$ cat src/rtl/hazard_control_unit.sv
// Load-use / redirect hazard controller: Mealy stall and flush controls for the
// PC, IF_ID and ID_EX registers, plus saturating debug event counters.
module hazard_control_unit #(
  parameter int unsigned STALL_CYCLES = 1,
  parameter int unsigned CNT_W        = 16
) (
  input  logic             clk,
  input  logic             reset,
  input  logic [4:0]       IF_ID_rs1_i,
  input  logic [4:0]       IF_ID_rs2_i,
  input  logic             IF_ID_uses_rs1_i,
  input  logic             IF_ID_uses_rs2_i,
  input  logic             ID_EX_mem_read_i,
  input  logic             ID_EX_reg_write_i,
  input  logic [4:0]       ID_EX_write_register_i,
  input  logic             EX_branch_taken_i,
  input  logic             EX_jalr_i,
  output logic             pc_write_o,
  output logic             IF_ID_write_o,
  output logic             IF_ID_flush_o,
  output logic             ID_EX_bubble_o,
  output logic             busy_o,
  output logic [CNT_W-1:0] stall_cnt_o,
  output logic [CNT_W-1:0] flush_cnt_o
);

  typedef enum logic {RUN, STALL} state_t;

  localparam logic             MULTI    = (STALL_CYCLES > 1);
  localparam logic [2:0]       REM_INIT = 3'(STALL_CYCLES - 1);
  localparam logic [CNT_W-1:0] CNT_MAX  = {CNT_W{1'b1}};

  state_t     r_state;
  logic [2:0] r_rem;
  logic [CNT_W-1:0] r_stall_cnt;
  logic [CNT_W-1:0] r_flush_cnt;

  logic w_rs1_match;
  logic w_rs2_match;
  logic w_hz;
  logic w_redir;

  assign w_rs1_match = IF_ID_uses_rs1_i && (IF_ID_rs1_i == ID_EX_write_register_i);
  assign w_rs2_match = IF_ID_uses_rs2_i && (IF_ID_rs2_i == ID_EX_write_register_i);
  // A load into x0 produces no value, so it can never be a hazard source.
  assign w_hz = ID_EX_mem_read_i && ID_EX_reg_write_i &&
                (ID_EX_write_register_i != 5'd0) && (w_rs1_match || w_rs2_match);
  assign w_redir = EX_branch_taken_i || EX_jalr_i;

  // NOTE: every output gets a default before the branches; a path that leaves
  // one unassigned would infer a latch.
  always_comb begin
    pc_write_o     = 1'b1;
    IF_ID_write_o  = 1'b1;
    IF_ID_flush_o  = 1'b0;
    ID_EX_bubble_o = 1'b0;
    if (!reset) begin
      pc_write_o     = 1'b0;
      IF_ID_write_o  = 1'b0;
      IF_ID_flush_o  = 1'b1;
      ID_EX_bubble_o = 1'b1;
    end else if (w_redir) begin
      // A redirect squashes the stalled instruction anyway, so it wins in both states.
      IF_ID_flush_o  = 1'b1;
      ID_EX_bubble_o = 1'b1;
    end else if (r_state == STALL || w_hz) begin
      pc_write_o     = 1'b0;
      IF_ID_write_o  = 1'b0;
      ID_EX_bubble_o = 1'b1;
    end
  end

  // NOTE: state is updated with non-blocking assignments so every register
  // samples pre-edge values regardless of statement order.
  always_ff @(posedge clk or negedge reset) begin
    if (!reset) begin
      r_state <= RUN;
      r_rem   <= 3'd0;
    end else begin
      case (r_state)
        RUN: begin
          if (MULTI && !w_redir && w_hz) begin
            r_state <= STALL;
            r_rem   <= REM_INIT;
          end
        end
        STALL: begin
          if (w_redir || r_rem <= 3'd1) begin
            r_state <= RUN;
            r_rem   <= 3'd0;
          end else begin
            r_rem <= r_rem - 3'd1;
          end
        end
        default: begin
          r_state <= RUN;
          r_rem   <= 3'd0;
        end
      endcase
    end
  end

  always_ff @(posedge clk or negedge reset) begin
    if (!reset) begin
      r_stall_cnt <= '0;
      r_flush_cnt <= '0;
    end else begin
      if (!pc_write_o && r_stall_cnt != CNT_MAX) r_stall_cnt <= r_stall_cnt + CNT_W'(1);
      if (IF_ID_flush_o && r_flush_cnt != CNT_MAX) r_flush_cnt <= r_flush_cnt + CNT_W'(1);
    end
  end

  assign busy_o      = (r_state == STALL);
  assign stall_cnt_o = r_stall_cnt;
  assign flush_cnt_o = r_flush_cnt;

endmodule

$ cat config.mk
export PLATFORM = sky130hd
export DESIGN_NAME = hazard_control_unit
export DESIGN_NICKNAME = d
export VERILOG_FILES = /design/src/rtl/hazard_control_unit.sv
export SDC_FILE = /design/constraint.sdc
export NUM_CORES = 1
export LEC_CHECK = 0
export ABC_AREA = 1
export BUFFER_PORTS_ARGS = -buffer_cell sky130_fd_sc_hd__buf_2
export CORE_MARGIN = 2
export CORE_UTILIZATION = 25
export DETAILED_ROUTE_END_ITERATION = 8
export SYNTH_ARGS = -nofsm -noshare
export SYNTH_HDL_FRONTEND = slang
export SYNTH_SLANG_ARGS = --single-unit
$ cat constraint.sdc
create_clock -name clk -period 1.9 [get_ports clk]
set_input_delay 0.38 -clock clk [delete_from_list [all_inputs] [get_ports clk]]
set_output_delay 0.38 -clock clk [all_outputs]
set_load 0.01 [all_outputs]
# Word-level counts from Yosys, hierarchy flattened
# Cells that the tools add are included.
[op_classes]
reduce_logical = 13
add_sub_neg = 3
mux = 11
n_eq_ne = 4
magnitude_cmp = 1
[ops]
columns = ["cell", "count"]
rows = [
  ["16-bit by 1-bit adder with 16-bit output (second input constant)", 2],
  ["16-bit inequality test (second input constant)", 2],
  ["5-bit == test", 2],
  ["1-bit two-way mux", 10],
  ["1-bit logical AND", 7],
  ["5-bit nonzero test", 1],
  ["1-bit logical OR", 4],
  ["3-bit by 1-bit <= comparator with 1-bit output (second input constant)", 1],
  ["3-bit two-way mux", 1],
  ["3-bit by 1-bit subtractor with 3-bit output (second input constant)", 1],
  ["1-bit logical NOT", 1],
]
[word_totals]
out_inout_bits = 37
elab_cells = 36
input_bits = 23
ff_bits = 36

# Logic depth before layout (Yosys ltp)
[logic_depth]
ltp_word = 10
depth_mapped = 14
ltp_nobuf = 13

# Worst setup path after synthesis
# OpenSTA, ideal clock, no wires.
[synth_timing]
path_kind = "in2out"
from = "input ID_EX_write_register_i[3]"
to = "output pc_write_o"
arrival_ns = 1.349
cell_stages = 13
setup_slack_ns = 0.171
t_required_ns = 1.520
path_buffers = 2
cell_sequence = "inv_1 -> nand2_1 -> nand2_1 -> nor2_1 -> nand3_1 -> nand2_1 -> nand2_1 -> nand2_1 -> nand2_2 -> nand2_4 -> buf_4 -> inv_1 -> buf_4"
[synth_between]
elab_chain_len = 8
word_cells_on_any_way = 12
classes_between = "eq/ne: 2; mux: 3; reduce/logical: 7"
[synth_lines]
columns = ["element", "line", "rtl"]
rows = [
  ["start: declaration", "15", "input logic [4:0] ID_EX_write_register_i,"],
  ["5-bit == test, on equally long branches", "43, 44", ""],
  ["1-bit logical AND, on equally long branches", "43, 44", ""],
  ["1-bit logical OR", "47", "(ID_EX_write_register_i != 5'd0) && (w_rs1_match || w_rs2_match);"],
  ["1-bit logical AND (*)", "47", ""],
  ["1-bit logical OR (*)", "66", "end else if (r_state == STALL || w_hz) begin"],
  ["1-bit two-way mux (*) (3 in a row)", "n/a", ""],
  ["end: declaration", "18", "output logic pc_write_o,"],
]
# Every way passes the cells marked *; elsewhere a longest branch is shown, timed or not.

# Final worst setup path
[layout_timing]
from = "register r_flush_cnt[0], in the netlist flush_cnt_o[0]"
to = "register r_flush_cnt[14], in the netlist flush_cnt_o[14]"
[layout_between]
elab_chain_len = 2
word_cells_on_any_way = 3
classes_between = "add/sub: 1; eq/ne: 1; reduce/logical: 1"
[layout_lines]
columns = ["element", "line", "rtl"]
rows = [
  ["start: declaration", "36", "logic [CNT_W-1:0] r_flush_cnt;"],
  ["start signal: assignment", "109", "if (IF_ID_flush_o && r_flush_cnt != CNT_MAX) r_flush_cnt <= r_flush_cnt + CNT_W'(1);"],
  ["branches (longest 2 deep; another with 16-bit by 1-bit adder with 16-bit output)", "n/a", ""],
]
# Several ways; the timed one is not identified.
# A chain may end at the register's enable or synchronous reset.

==> metrics <==
status=finished, final reports clean; largest net degree at the start of global routing=37; clock-pin slew on the worst setup and hold paths=0.08 ns; maximum root-to-sink buffer count=2; post-synthesis xor/xnor area fraction=0.101; Net Switching=768 uW; delay-heaviest family, CP=simple AND/OR/NAND/NOR gates; Synth Area in Compound Gates=0.00984; f_max=563 MHz; Slew headroom=0.676; Total GRT Usage=0.108; Setup Skew=0.00744 ns; Hold Buf Count CTS=0; Rows=33; Simple-Gate Fraction of Synth Area=0.354; crit path max fanout=6; Vias=2017; number of buffers created by CTS=5; 1st-iter DRT viols=50; CP startpoint=flush_cnt_o[0]; Area contributors post-synth=dfrtp_1, nand2_1, inv_1; CP most frequent cell=nand3_1; DRC violations left=0; Pint=1430 uW; routability-driven placement congestion ratio=0.855; combined area of the multi-input logic cells=1060 sq um; Synth Flop Type=dfrtp_1; Syn Inst Count=291; vias in the first global route=1906; Crit path buffers/inverters=0; final setup violation count=0; fraction of layout cells with a size suffix above 1=0.227; peak supply drop=0.000529 V; Worst setup EP type=flip-flop; Layout fillers=881; Synth top area share=0.417; Synth Area in Adders=0.0232; Clock Sinks=36; Worst path slowest cell=dfrtp_1; Final TNS setup=0 ns; startpoint type of the worst setup path=flip-flop; clk_lat worst skew=0.28 ns; antenna cells=0; Core ar.=8300 sq um; first-pass GRT wire length=8660 um; critical path required time=2.07 ns; hpwl dp=3860 um; Async SR Flop Fraction=1.00; global route overflow=0; Seq cells post-synth=36; Die H=97.0 um; Cell Pwr Density=815 nW/um^2; worst endpoint data arrival time=1.95 ns; Post-synth EDFFs=0; sequential cell area=901 sq um; Nets=388; CTS tree=done; synth cell count leaders=nand2_1, inv_1, dfrtp_1, nand3_1, nor2_1; Die Wd=97.0 um; crit-path cells=ha_1 -> nand3_1 -> nor3_1 -> nand3_1 -> nand2_2 -> nor2_1 -> nand4_1 -> xnor2_1; endpoints failing hold=0; CTS H-Tree Depth=2; RSZ-0062 raised after global routing=yes; largest family of logic cells by synthesized area=simple AND/OR/NAND/NOR gates; syn nets=318; reg2reg start=flush_cnt_o[0]; WS Path Type=flip-flop to flip-flop; antenna viol nets, final=0; final WL=5000 um; Clock power frac=0.239; Worst-Margin Slew=0.486 ns; port bufs=59; area of the die=9400 sq um; root buffer cell=clkbuf_8; routed len/inst=10.7 um; max-cap check violation count=0; Yosys cell types=25; count leader, synth=nand2_1; syn_area_per_cell=7.43 sq um; Core Util, Final=0.325; max-slew violation count=0; Net Sw Frac=0.349; I/O pin count=60; slowest stage delay, CP=0.41 ns; cell area after synthesis=2160 sq um; synthesis-to-layout area growth=24.8%; starting density of the core=0.260; Final period util=0.936; post-synthesis sequential area ratio=0.417; Syn. warnings=0; leakage power of the design=0.00152 uW; mux cell area share after synthesis=0; Final min period=1.78 ns; Pre-antenna DRT Iters=4; Stages on worst setup path=8; post-synth top area cell=dfrtp_1; initial antenna violation count=0; Flop pwr share=0.478; Tightest Hold Check Type=input port to asynchronous set/reset pin; R2R depth=8; Combinational Power Share=0.283; Via density=4.33
worst paths after layout:
path                                        end  slack, ns
worst max-delay path            flush_cnt_o[14]       0.12
worst min-delay path            flush_cnt_o[15]       0.22
worst max register to register  flush_cnt_o[14]       0.12
worst min register to register   stall_cnt_o[9]       0.49
max in group asynchronous        stall_cnt_o[5]       1.33
min in group clk                         busy_o       0.42
final cells by class:
type | count | area share
tap | 105 | 0.0487
clock buffer | 6 | 0.0269
clock inverter | 1 | 0.00186
multi-input combinational | 207 | 0.394
inverter | 43 | 0.0598
sequential | 36 | 0.334
timing repair buffer | 68 | 0.135
flip-flops by register name, indices dropped and copies added, names as in the netlist:
register / flops
stall_cnt_o: 16
r_rem: 3
busy_o: 1
flush_cnt_o: 16
through the flow:
stage | area, sq um | cells | power (uW) | worst slack, ns | hold slack, ns
after CTS | 2680 | 464 | 2200 | 0.106 | 0.248
final | 2700 | 466 | 2200 | 0.122 | 0.222
after global routing | 2700 | 466 | 2360 | -0.0330 | 0.270
after global placement | 2600 | 457 | 1650 | 0.135 | 0.474
after detailed placement | 2600 | 457 | 1670 | 0.117 | 0.481
after floorplan | 2160 | 291 | 1410 | 0.171 | 0.0844
cell usage in the layout, fill, tap and decap left out, types with 7 or more instances in the layout:
| cell type | count |
|---|---|
| buf_2 | 59 |
| nand2_1 | 96 |
| nor3_1 | 8 |
| buf_4 | 9 |
| xor2_1 | 18 |
| dfrtp_1 | 36 |
| inv_1 | 42 |
| nor2_1 | 26 |
| xnor2_1 | 7 |
| nand3_1 | 29 |
logic make-up (layout without fill, tap and decap cells):
logic type / after synthesis / after routing
compound gates: 4 / 4
xor+xnor: 25 / 25
fa+ha+maj: 4 / 4
buf+inv: 48 / 118
flops: 36 / 36
simple gates: 174 / 174
power by group through the flow:
stage          Sequential, uW  Combinational (uW)  Clock (uW)
2_1_floorplan            1100                 307           0
3_3_place_gp             1060                 592           0
3_5_place_dp             1070                 601           0
4_1_cts                  1050                 601         548
5_1_grt                  1080                 711         571
6_report                 1050                 622         526
routing by layer:
| layer | vias to the layer above | GRT usage | part of all wire |
|---|---|---|---|
| li1 | 1035 | - | - |
| met2 | 39 | 0.176 | 0.48 |
| met1 | 941 | 0.147 | 0.49 |
| met4 | 0 | 0.0325 | 0.0060 |
| met3 | 2 | 0.0195 | 0.030 |
| met5 | - | 0 | 0 |
what timing repair did:
item                       CTS  global route
setup endpoints to repair    0             8
setup buffers                0             2
gates resized for setup      0             1
hold endpoints to repair     0             0
Power figures use the tool's default switching activity.
